==> src/rtl/ahb_trace_pkg.sv <==
// Shared constants for the AHB address trace block.
// Entry layout, marker encoding, FSM states and HTRANS codes.
package ahb_trace_pkg;

  localparam int ADDR_LSB     = 0;
  localparam int WRITE_BIT    = 32;
  localparam int SIZE_LSB     = 33;
  localparam int TS_LSB       = 36;
  localparam int ENTRY_BASE_W = 36;
  localparam int TS_W_DEF     = 16;
  localparam int ENTRY_W      = ENTRY_BASE_W + TS_W_DEF;

  localparam logic [2:0] MARKER_SIZE   = 3'b111;
  localparam logic [1:0] HTRANS_NONSEQ = 2'b10;
  localparam logic [1:0] HTRANS_SEQ    = 2'b11;

  typedef enum logic [1:0] {
    IDLE = 2'd0,
    RUN  = 2'd1,
    DROP = 2'd2
  } state_e;

endpackage

==> src/rtl/ahb_addr_trace_if.sv <==
// AHB address-phase snoop signals plus the trace drain stream.
// slave = trace block view, master = bus/consumer view.
interface ahb_addr_trace_if #(
  parameter int TS_W  = 16,
  parameter int DEPTH = 16
);
  localparam int LVL_W = $clog2(DEPTH) + 1;

  logic [31:0]      HADDR;
  logic [1:0]       HTRANS;
  logic [2:0]       HSIZE;
  logic             HWRITE;
  logic             HREADY;
  logic             trc_valid;
  logic [35+TS_W:0] trc_data;
  logic             trc_ready;
  logic [LVL_W-1:0] trc_level;

  modport slave (
    input  HADDR, HTRANS, HSIZE, HWRITE, HREADY,
    input  trc_ready,
    output trc_valid, trc_data, trc_level
  );

  modport master (
    output HADDR, HTRANS, HSIZE, HWRITE, HREADY,
    output trc_ready,
    input  trc_valid, trc_data, trc_level
  );

endinterface

==> src/rtl/ahb_trace_fifo.sv <==
// DEPTH x W trace FIFO with registered head and occupancy.
// A pop frees the slot in the same cycle, so push-when-full+pop is accepted.
module ahb_trace_fifo #(
  parameter int DEPTH = 16,
  parameter int W     = 52,
  parameter int LVL_W = $clog2(DEPTH) + 1
) (
  input  logic             HCLK,
  input  logic             HRESET,
  input  logic             push,
  input  logic [W-1:0]     din,
  input  logic             pop,
  output logic [W-1:0]     dout,
  output logic             valid,
  output logic [LVL_W-1:0] level,
  output logic             full
);
  localparam int PW = $clog2(DEPTH);

  logic [W-1:0]     mem_q [DEPTH];
  logic [W-1:0]     mem_d [DEPTH];
  logic [PW-1:0]    wr_q, wr_d, rd_q, rd_d;
  logic [LVL_W-1:0] cnt_q, cnt_d;
  logic             do_push, do_pop;

  assign valid   = cnt_q != '0;
  assign full    = cnt_q == LVL_W'(DEPTH);
  assign level   = cnt_q;
  assign dout    = mem_q[rd_q];
  assign do_pop  = pop & valid;
  assign do_push = push & (~full | do_pop);

  always_comb begin
    mem_d = mem_q;
    wr_d  = wr_q;
    rd_d  = rd_q;
    cnt_d = cnt_q + LVL_W'(do_push) - LVL_W'(do_pop);
    if (do_push) begin
      mem_d[wr_q] = din;
      wr_d        = wr_q + 1'b1;
    end
    if (do_pop) rd_d = rd_q + 1'b1;
  end

  always_ff @(posedge HCLK or posedge HRESET) begin
    if (HRESET) begin
      mem_q <= '{default: '0};
      wr_q  <= '0;
      rd_q  <= '0;
      cnt_q <= '0;
    end else begin
      mem_q <= mem_d;
      wr_q  <= wr_d;
      rd_q  <= rd_d;
      cnt_q <= cnt_d;
    end
  end

endmodule

==> src/rtl/ahb_addr_trace.sv <==
// AHB address-phase trace: window filter, cycle-delta stamp, FIFO,
// and an in-band marker counting transfers lost while the FIFO was full.
module ahb_addr_trace
  import ahb_trace_pkg::*;
#(
  parameter int DEPTH = 16,
  parameter int TS_W  = 16
) (
  input  logic              HCLK,
  input  logic              HRESET,
  ahb_addr_trace_if.slave   bus,
  input  logic              cfg_en,
  input  logic [31:0]       cfg_lo,
  input  logic [31:0]       cfg_hi,
  output logic              ovf,
  input  logic              ovf_clr
);
  localparam int EW    = ENTRY_BASE_W + TS_W;
  localparam int LVL_W = $clog2(DEPTH) + 1;

  state_e           state_q, state_d;
  logic [TS_W-1:0]  ts_q, ts_d, ts_inc;
  logic [15:0]      drop_q, drop_d, drop_inc;
  logic             ovf_q, ovf_d;
  logic             is_xfer, hit, push, pop, can_push;
  logic             full, valid;
  logic [EW-1:0]    din, dout;
  logic [LVL_W-1:0] level;

  assign is_xfer = (bus.HTRANS == HTRANS_NONSEQ) |
                   (bus.HTRANS == HTRANS_SEQ);
  assign hit = cfg_en & bus.HREADY & is_xfer &
               (bus.HADDR >= cfg_lo) & (bus.HADDR <= cfg_hi);

  assign pop      = valid & bus.trc_ready;
  assign can_push = ~full | pop;
  assign ts_inc   = (&ts_q) ? ts_q : ts_q + 1'b1;
  // Same-cycle hit is folded into the count carried by the marker.
  assign drop_inc = (hit & ~(&drop_q)) ? drop_q + 16'd1 : drop_q;

  always_comb begin
    state_d = state_q;
    ts_d    = ts_q;
    drop_d  = drop_q;
    ovf_d   = ovf_q & ~ovf_clr;
    push    = 1'b0;
    din     = '0;
    din[TS_LSB +: TS_W] = ts_q;
    unique case (state_q)
      IDLE: begin
        ts_d = '0;
        if (cfg_en) state_d = RUN;
      end
      RUN: begin
        ts_d = ts_inc;
        if (hit && can_push) begin
          push = 1'b1;
          din[ADDR_LSB +: 32] = bus.HADDR;
          din[WRITE_BIT]      = bus.HWRITE;
          din[SIZE_LSB +: 3]  = bus.HSIZE;
        end else if (hit) begin
          drop_d  = 16'd1;
          ovf_d   = 1'b1;
          state_d = DROP;
        end
      end
      DROP: begin
        ts_d = ts_inc;
        if (hit) ovf_d = 1'b1;
        if (can_push) begin
          push = 1'b1;
          din[ADDR_LSB +: 32] = {16'h0, drop_inc};
          din[SIZE_LSB +: 3]  = MARKER_SIZE;
          drop_d  = '0;
          state_d = RUN;
        end else begin
          drop_d = drop_inc;
        end
      end
      default: state_d = IDLE;
    endcase
    if (push) ts_d = TS_W'(1);
    // Disable discards any pending marker; FIFO keeps its contents.
    if (!cfg_en) begin
      state_d = IDLE;
      drop_d  = '0;
      push    = 1'b0;
      ts_d    = '0;
    end
  end

  always_ff @(posedge HCLK or posedge HRESET) begin
    if (HRESET) begin
      state_q <= IDLE;
      ts_q    <= '0;
      drop_q  <= '0;
      ovf_q   <= 1'b0;
    end else begin
      state_q <= state_d;
      ts_q    <= ts_d;
      drop_q  <= drop_d;
      ovf_q   <= ovf_d;
    end
  end

  ahb_trace_fifo #(
    .DEPTH(DEPTH),
    .W    (EW)
  ) u_fifo (
    .HCLK  (HCLK),
    .HRESET(HRESET),
    .push  (push),
    .din   (din),
    .pop   (pop),
    .dout  (dout),
    .valid (valid),
    .level (level),
    .full  (full)
  );

  assign bus.trc_valid = valid;
  assign bus.trc_data  = dout;
  assign bus.trc_level = level;
  assign ovf           = ovf_q;

endmodule
==> src/flat_wrapper.sv <==
// flat-port wrapper written by rule: the top's interface ports become plain ports
module ahb_addr_trace_flat import ahb_trace_pkg::*;
#(
  parameter int DEPTH = 16,
  parameter int TS_W  = 16
)
  (HCLK, HRESET, cfg_en, cfg_lo, cfg_hi, ovf, ovf_clr, bus_HADDR, bus_HTRANS, bus_HSIZE, bus_HWRITE, bus_HREADY, bus_trc_ready, bus_trc_valid, bus_trc_data, bus_trc_level);
  ahb_addr_trace_if #(.TS_W(TS_W), .DEPTH(DEPTH)) bus_i ();
  input  logic HCLK;
  input  logic HRESET;
  input  logic cfg_en;
  input  logic [31:0] cfg_lo;
  input  logic [31:0] cfg_hi;
  output logic ovf;
  input  logic ovf_clr;
  input wire logic [$bits(bus_i.HADDR)-1:0] bus_HADDR;
  input wire logic [$bits(bus_i.HTRANS)-1:0] bus_HTRANS;
  input wire logic [$bits(bus_i.HSIZE)-1:0] bus_HSIZE;
  input wire logic [$bits(bus_i.HWRITE)-1:0] bus_HWRITE;
  input wire logic [$bits(bus_i.HREADY)-1:0] bus_HREADY;
  input wire logic [$bits(bus_i.trc_ready)-1:0] bus_trc_ready;
  output wire logic [$bits(bus_i.trc_valid)-1:0] bus_trc_valid;
  output wire logic [$bits(bus_i.trc_data)-1:0] bus_trc_data;
  output wire logic [$bits(bus_i.trc_level)-1:0] bus_trc_level;
  assign bus_i.HADDR = bus_HADDR;
  assign bus_i.HTRANS = bus_HTRANS;
  assign bus_i.HSIZE = bus_HSIZE;
  assign bus_i.HWRITE = bus_HWRITE;
  assign bus_i.HREADY = bus_HREADY;
  assign bus_i.trc_ready = bus_trc_ready;
  assign bus_trc_valid = bus_i.trc_valid;
  assign bus_trc_data = bus_i.trc_data;
  assign bus_trc_level = bus_i.trc_level;
  ahb_addr_trace #(.DEPTH(DEPTH), .TS_W(TS_W)) u_core (.HCLK(HCLK), .HRESET(HRESET), .bus(bus_i), .cfg_en(cfg_en), .cfg_lo(cfg_lo), .cfg_hi(cfg_hi), .ovf(ovf), .ovf_clr(ovf_clr));
endmodule
==> config.mk <==
export PLATFORM = sky130hd
export DESIGN_NAME = ahb_addr_trace_flat
export DESIGN_NICKNAME = d
export VERILOG_FILES = /design/src/rtl/ahb_trace_pkg.sv /design/src/rtl/ahb_addr_trace_if.sv /design/src/rtl/ahb_trace_fifo.sv /design/src/rtl/ahb_addr_trace.sv /design/src/flat_wrapper.sv
export SDC_FILE = /design/constraint.sdc
export NUM_CORES = 2
export LEC_CHECK = 0
export BUFFER_PORTS_ARGS = -buffer_cell sky130_fd_sc_hd__buf_2
export CAP_MARGIN = 25
export CORE_MARGIN = 2
export CORE_UTILIZATION = 56
export DETAILED_ROUTE_END_ITERATION = 8
export PLACE_DENSITY = 0.73
export SLEW_MARGIN = 10
export SYNTH_ARGS = -nofsm -noshare
export SYNTH_HDL_FRONTEND = slang
export SYNTH_SLANG_ARGS = --single-unit
export TNS_END_PERCENT = 10
==> constraint.sdc <==
create_clock -name HCLK -period 70.4 [get_ports HCLK]
set_clock_uncertainty 0.2 [all_clocks]
set_input_delay 3.52 -clock HCLK [delete_from_list [all_inputs] [get_ports HCLK]]
set_output_delay 3.52 -clock HCLK [all_outputs]
set_load 0.01 [all_outputs]
==> impl_metrics.csv <==
group,metric,value,unit
sta,fin_tns_setup,0,ns
drt,maxUsedRoutingLayer,"met5",
clock_tree,postCtsHoldBufs,0,
setup_path,cp.depth,5,
synth,ys_ff_latch,880,
setup_path,rr_endpoint,"u_core.ts_q[14]",
synth,synth-adder-area-share,2.52,%
clock_tree,cts_resized,0,
setup_path,cp_slowest_cell,"dfrtp_4",
synth,synth_top_area_share,53.8,%
sta,fmax,0.122,GHz
place,dp.cells,4749,
synth,synth-compound-area-share,10.4,%
floorplanning,die_h,274,um
synth,syn_inst,3880,
job,drv_cap,0,
setup_path,crit_type,"flop to primary output",
sta,setup_viol,0,
grt,grt_max_degree,155,
pwr,combPwrFrac,15.6,%
place,gp_congestion,0.828,
pwr,peakVddDrop,0.0341,mV
drt,vias_per_cell,6.10,
finish,drive_gt1_share,17.7,%
setup_path,critPathRequiredTime,66.68,ns
sta,min_period_over_period,11.6,%
sta,slew_headroom,13.8,%
setup_path,endpoint,"bus_trc_data[0]",
place,dp_hpwl,63000,um
clock_tree,clock-sinks,880,
grt,grt-ovfl-total,0,
setup_path,worst_path_largest_cell_delay,0.97,ns
status,status,"complete, no violations",
clock_tree,max-clock-path-buffers,3,
clock_tree,root_buffer,"clkbuf_16",
grt,grt_first_pass_wirelength,175000,um
pwr,netSwitchingPower,328,uW
floorplanning,core,72700,um^2
finish,num-fill-cells,5543,
drt,ant_nets,0,
setup_path,critical_path_arrival,4.44,ns
drt,drtIter0Drc,2983,
finish,syn_to_final_growth,11.6,%
drt,wl_met1,44900,um
synth,synthMuxAreaShare,14.4,%
clock_tree,clk_latency,0.63,ns
setup_path,r2r_start,"u_core.ts_q[1]",
setup_path,critical-path-top-delay-family,"buffers and inverters",
setup_path,crit_chain,"buf_4 -> buf_4 -> mux4_2 -> mux4_2 -> buf_2",
clock_tree,postCtsSetupBuffers,0,
drt,via_count,30000,
pwr,intPower,877,uW
clock_tree,cts_buffers,89,
setup_path,crit_start,"u_core.u_fifo.rd_q[1]",
drt,drc,0,
setup_path,crit_path_max_fanout,56,
synth,synth-async-reset-ratio,100,%
min_path,hp-class,"flop to flop",
finish,fin_cells,4920,
clock_tree,cts_tree,"yes",
synth,synth-main-ff-cell,"dfrtp_1",
synth,ys_seq_area_share,53.8,%
pwr,p_sw_share,27.2,%
place,io_buffers,165,
synth,syn_nets,4070,
finish,antenna-diode-count,0,
pwr,clkPwrFrac,40.2,%
setup_path,reg2reg_slack,66.04,ns
drt,routedWlPerCell,22.5,um
grt,antenna_found_initial,3,
sta,worst_pin_slew,1.29,ns
sta,min_period,8.16,ns
sta,hold_viol,0,
pwr,p_leak,0.0216,uW
synth,yosysTopAreaCell,"dfrtp_1",
synth,synth_enable_flop_cells,0,
setup_path,worstPathBufferInverterCount,3,
drt,drt_pass1_iterations,5,
synth,ys_warn_count,0,
synth,synth_top_family_by_area,"simple AND/OR/NAND/NOR gates",
synth,yosysUniqueCellTypes,62,
drt,wl_met3,10100,um
setup_path,critPathLaunchType,"flop",
floorplanning,placementRows,99,
sta,rsz0062_at_grt,"no",
floorplanning,fp.dieW,274,um
pwr,p_seq_share,44.1,%
setup_path,worstSetupEndpointType,"primary output",
setup_path,r2r_cells,10,
finish,final_nets,4084,
clock_tree,htreeDepth,3,
synth,synth.area.top_cells,"dfrtp_1, mux4_2, nand2_1",
floorplanning,dieArea,75300,um^2
synth,synth_xor_area_share,0.513,%
pwr,p_per_area,26.4,nW/um^2
floorplanning,initial_core_util,56.3,%
synth,avgSynthCellArea,10.6,um^2
clock_tree,path_clk_slew,0.06,ns
synth,synthSimpleGateAreaFrac,14.4,%
drt,wl_met2,52300,um
synth,mappedNetlistArea,41000,um^2
grt,grt_usage,30.4,%
floorplanning,ios,167,
sta,slew_violations,0,
sta,fin_hold_ws,0.265,ns
grt,grt_pass1_vias,30600,
drt,routed_wl,111000,um
## logic make-up (layout without fill, tap and decap cells)
logic type | after synthesis | after routing
multiplexers | 263 | 263
buffers and inverters | 399 | 480
adder cells (fa/ha/maj) | 82 | 82
XOR/XNOR | 24 | 24
AND/OR/NAND/NOR | 1482 | 1482
AO/OA/AOI/OAI | 750 | 750
flip-flops | 880 | 880
## state kept, by name (all words and copies together) (netlist names)
name and count:
u_core.drop_q 16, u_core.ovf 1, u_core.state_q 2, u_core.ts_q 16, u_core.u_fifo.level 5, u_core.u_fifo.mem_q 832
u_core.u_fifo.rd_q 4, u_core.u_fifo.wr_q 4
## synth_stat cells (3+ instances only)
cell type and instances:
o22ai_2 4, mux2_2 3, nand2_1 1297, nor3_1 5, a21oi_1 52, o21ai_0 541, and2_1 4, buf_1 29
a21o_1 11, nor2_2 4, nand3_2 6, nor4_1 6, o21a_1 3, buf_4 6, xnor2_1 15, dfrtp_1 880
o22ai_1 5, buf_2 53, a32o_1 3, nand3_1 35, o22a_1 80, nor3b_1 4, nand2b_1 10, nor2b_1 4
nor2_1 64, and3_1 11, inv_1 84, o21ai_1 6, a22oi_1 9, or2_2 4, buf_6 4, ha_1 81
xor2_1 9, nor3_2 4, clkbuf_1 223, o31ai_1 9, o21ai_2 4, mux4_2 260, nand4_1 13, a31oi_1 4
a211oi_1 4
## cell usage in the layout (no fill, tap or decap), types with 21 or more instances in the layout
cell type and count:
clkbuf_8 25, clkbuf_16 93, buf_4 57, inv_1 83
mux4_2 260, buf_2 165, ha_1 81, o22a_1 80
nand3_1 29, clkbuf_1 21, dfrtp_1 876, o21ai_0 541
nor2_1 51, nand2_1 1297, a21oi_1 52
## power groups by stage
stage	clock (uW)	combinational, uW	sequential, uW
3_5_place_dp	0	188	542
4_1_cts	488	189	532
5_1_grt	509	203	534
3_3_place_gp	0	185	542
2_1_floorplan	0	152	524
6_report	485	188	532
## worst register-to-register path, cell delays in order (launching register included)
cell     delay (ns)
dfrtp_1        0.82
ha_1           0.34
and3_1         0.23
nand3_1        0.13
nor2_1         0.27
nand3_1        0.19
o31a_1         0.41
a211o_1        0.46
nor2_1         0.81
o21ai_0        0.27
o41ai_1        0.11
## worst min path at each step
stage,start,depth (start not counted),endpoint,slack [ns]
floorplan,u_core.u_fifo.mem_q[140],2,u_core.u_fifo.mem_q[140],0.23
global placement,u_core.u_fifo.mem_q[145],2,u_core.u_fifo.mem_q[145],0.25
detailed placement,u_core.u_fifo.mem_q[608],2,u_core.u_fifo.mem_q[608],0.25
CTS,u_core.u_fifo.mem_q[619],2,u_core.u_fifo.mem_q[619],0.27
global route,u_core.u_fifo.mem_q[89],2,u_core.u_fifo.mem_q[89],0.29
finish,u_core.u_fifo.mem_q[609],2,u_core.u_fifo.mem_q[609],0.27
## stage by stage
stage | worst slack (ns) | cell area [um^2] | utilization, % | power (uW)
floorplan | 41.95 | 41000 | - | 676
global placement | 61.72 | 42400 | 58.3 | 727
detailed placement | 61.69 | 42500 | 58.4 | 730
CTS | 62.16 | 45500 | 62.5 | 1210
global route | 62.04 | 45700 | 62.9 | 1250
finish | 62.24 | 45700 | 62.9 | 1210
## final cells by class
type,count,area [um^2],area share (%)
multi-input combinational,2601,17500,38.3
timing repair buffer,238,1650,3.60
tap,959,1200,2.62
clock inverter,19,234,0.512
inverter,84,323,0.706
clock buffer,139,2750,6.01
sequential,880,22000,48.2
## per-layer routing
metal	global-route usage [%]	vias to the layer above
met5	0	-
met4	10.9	8
met2	48.1	1370
met3	6.17	224
met1	42.2	15100
li1	-	13300
Power figures use the tool's default switching activity.
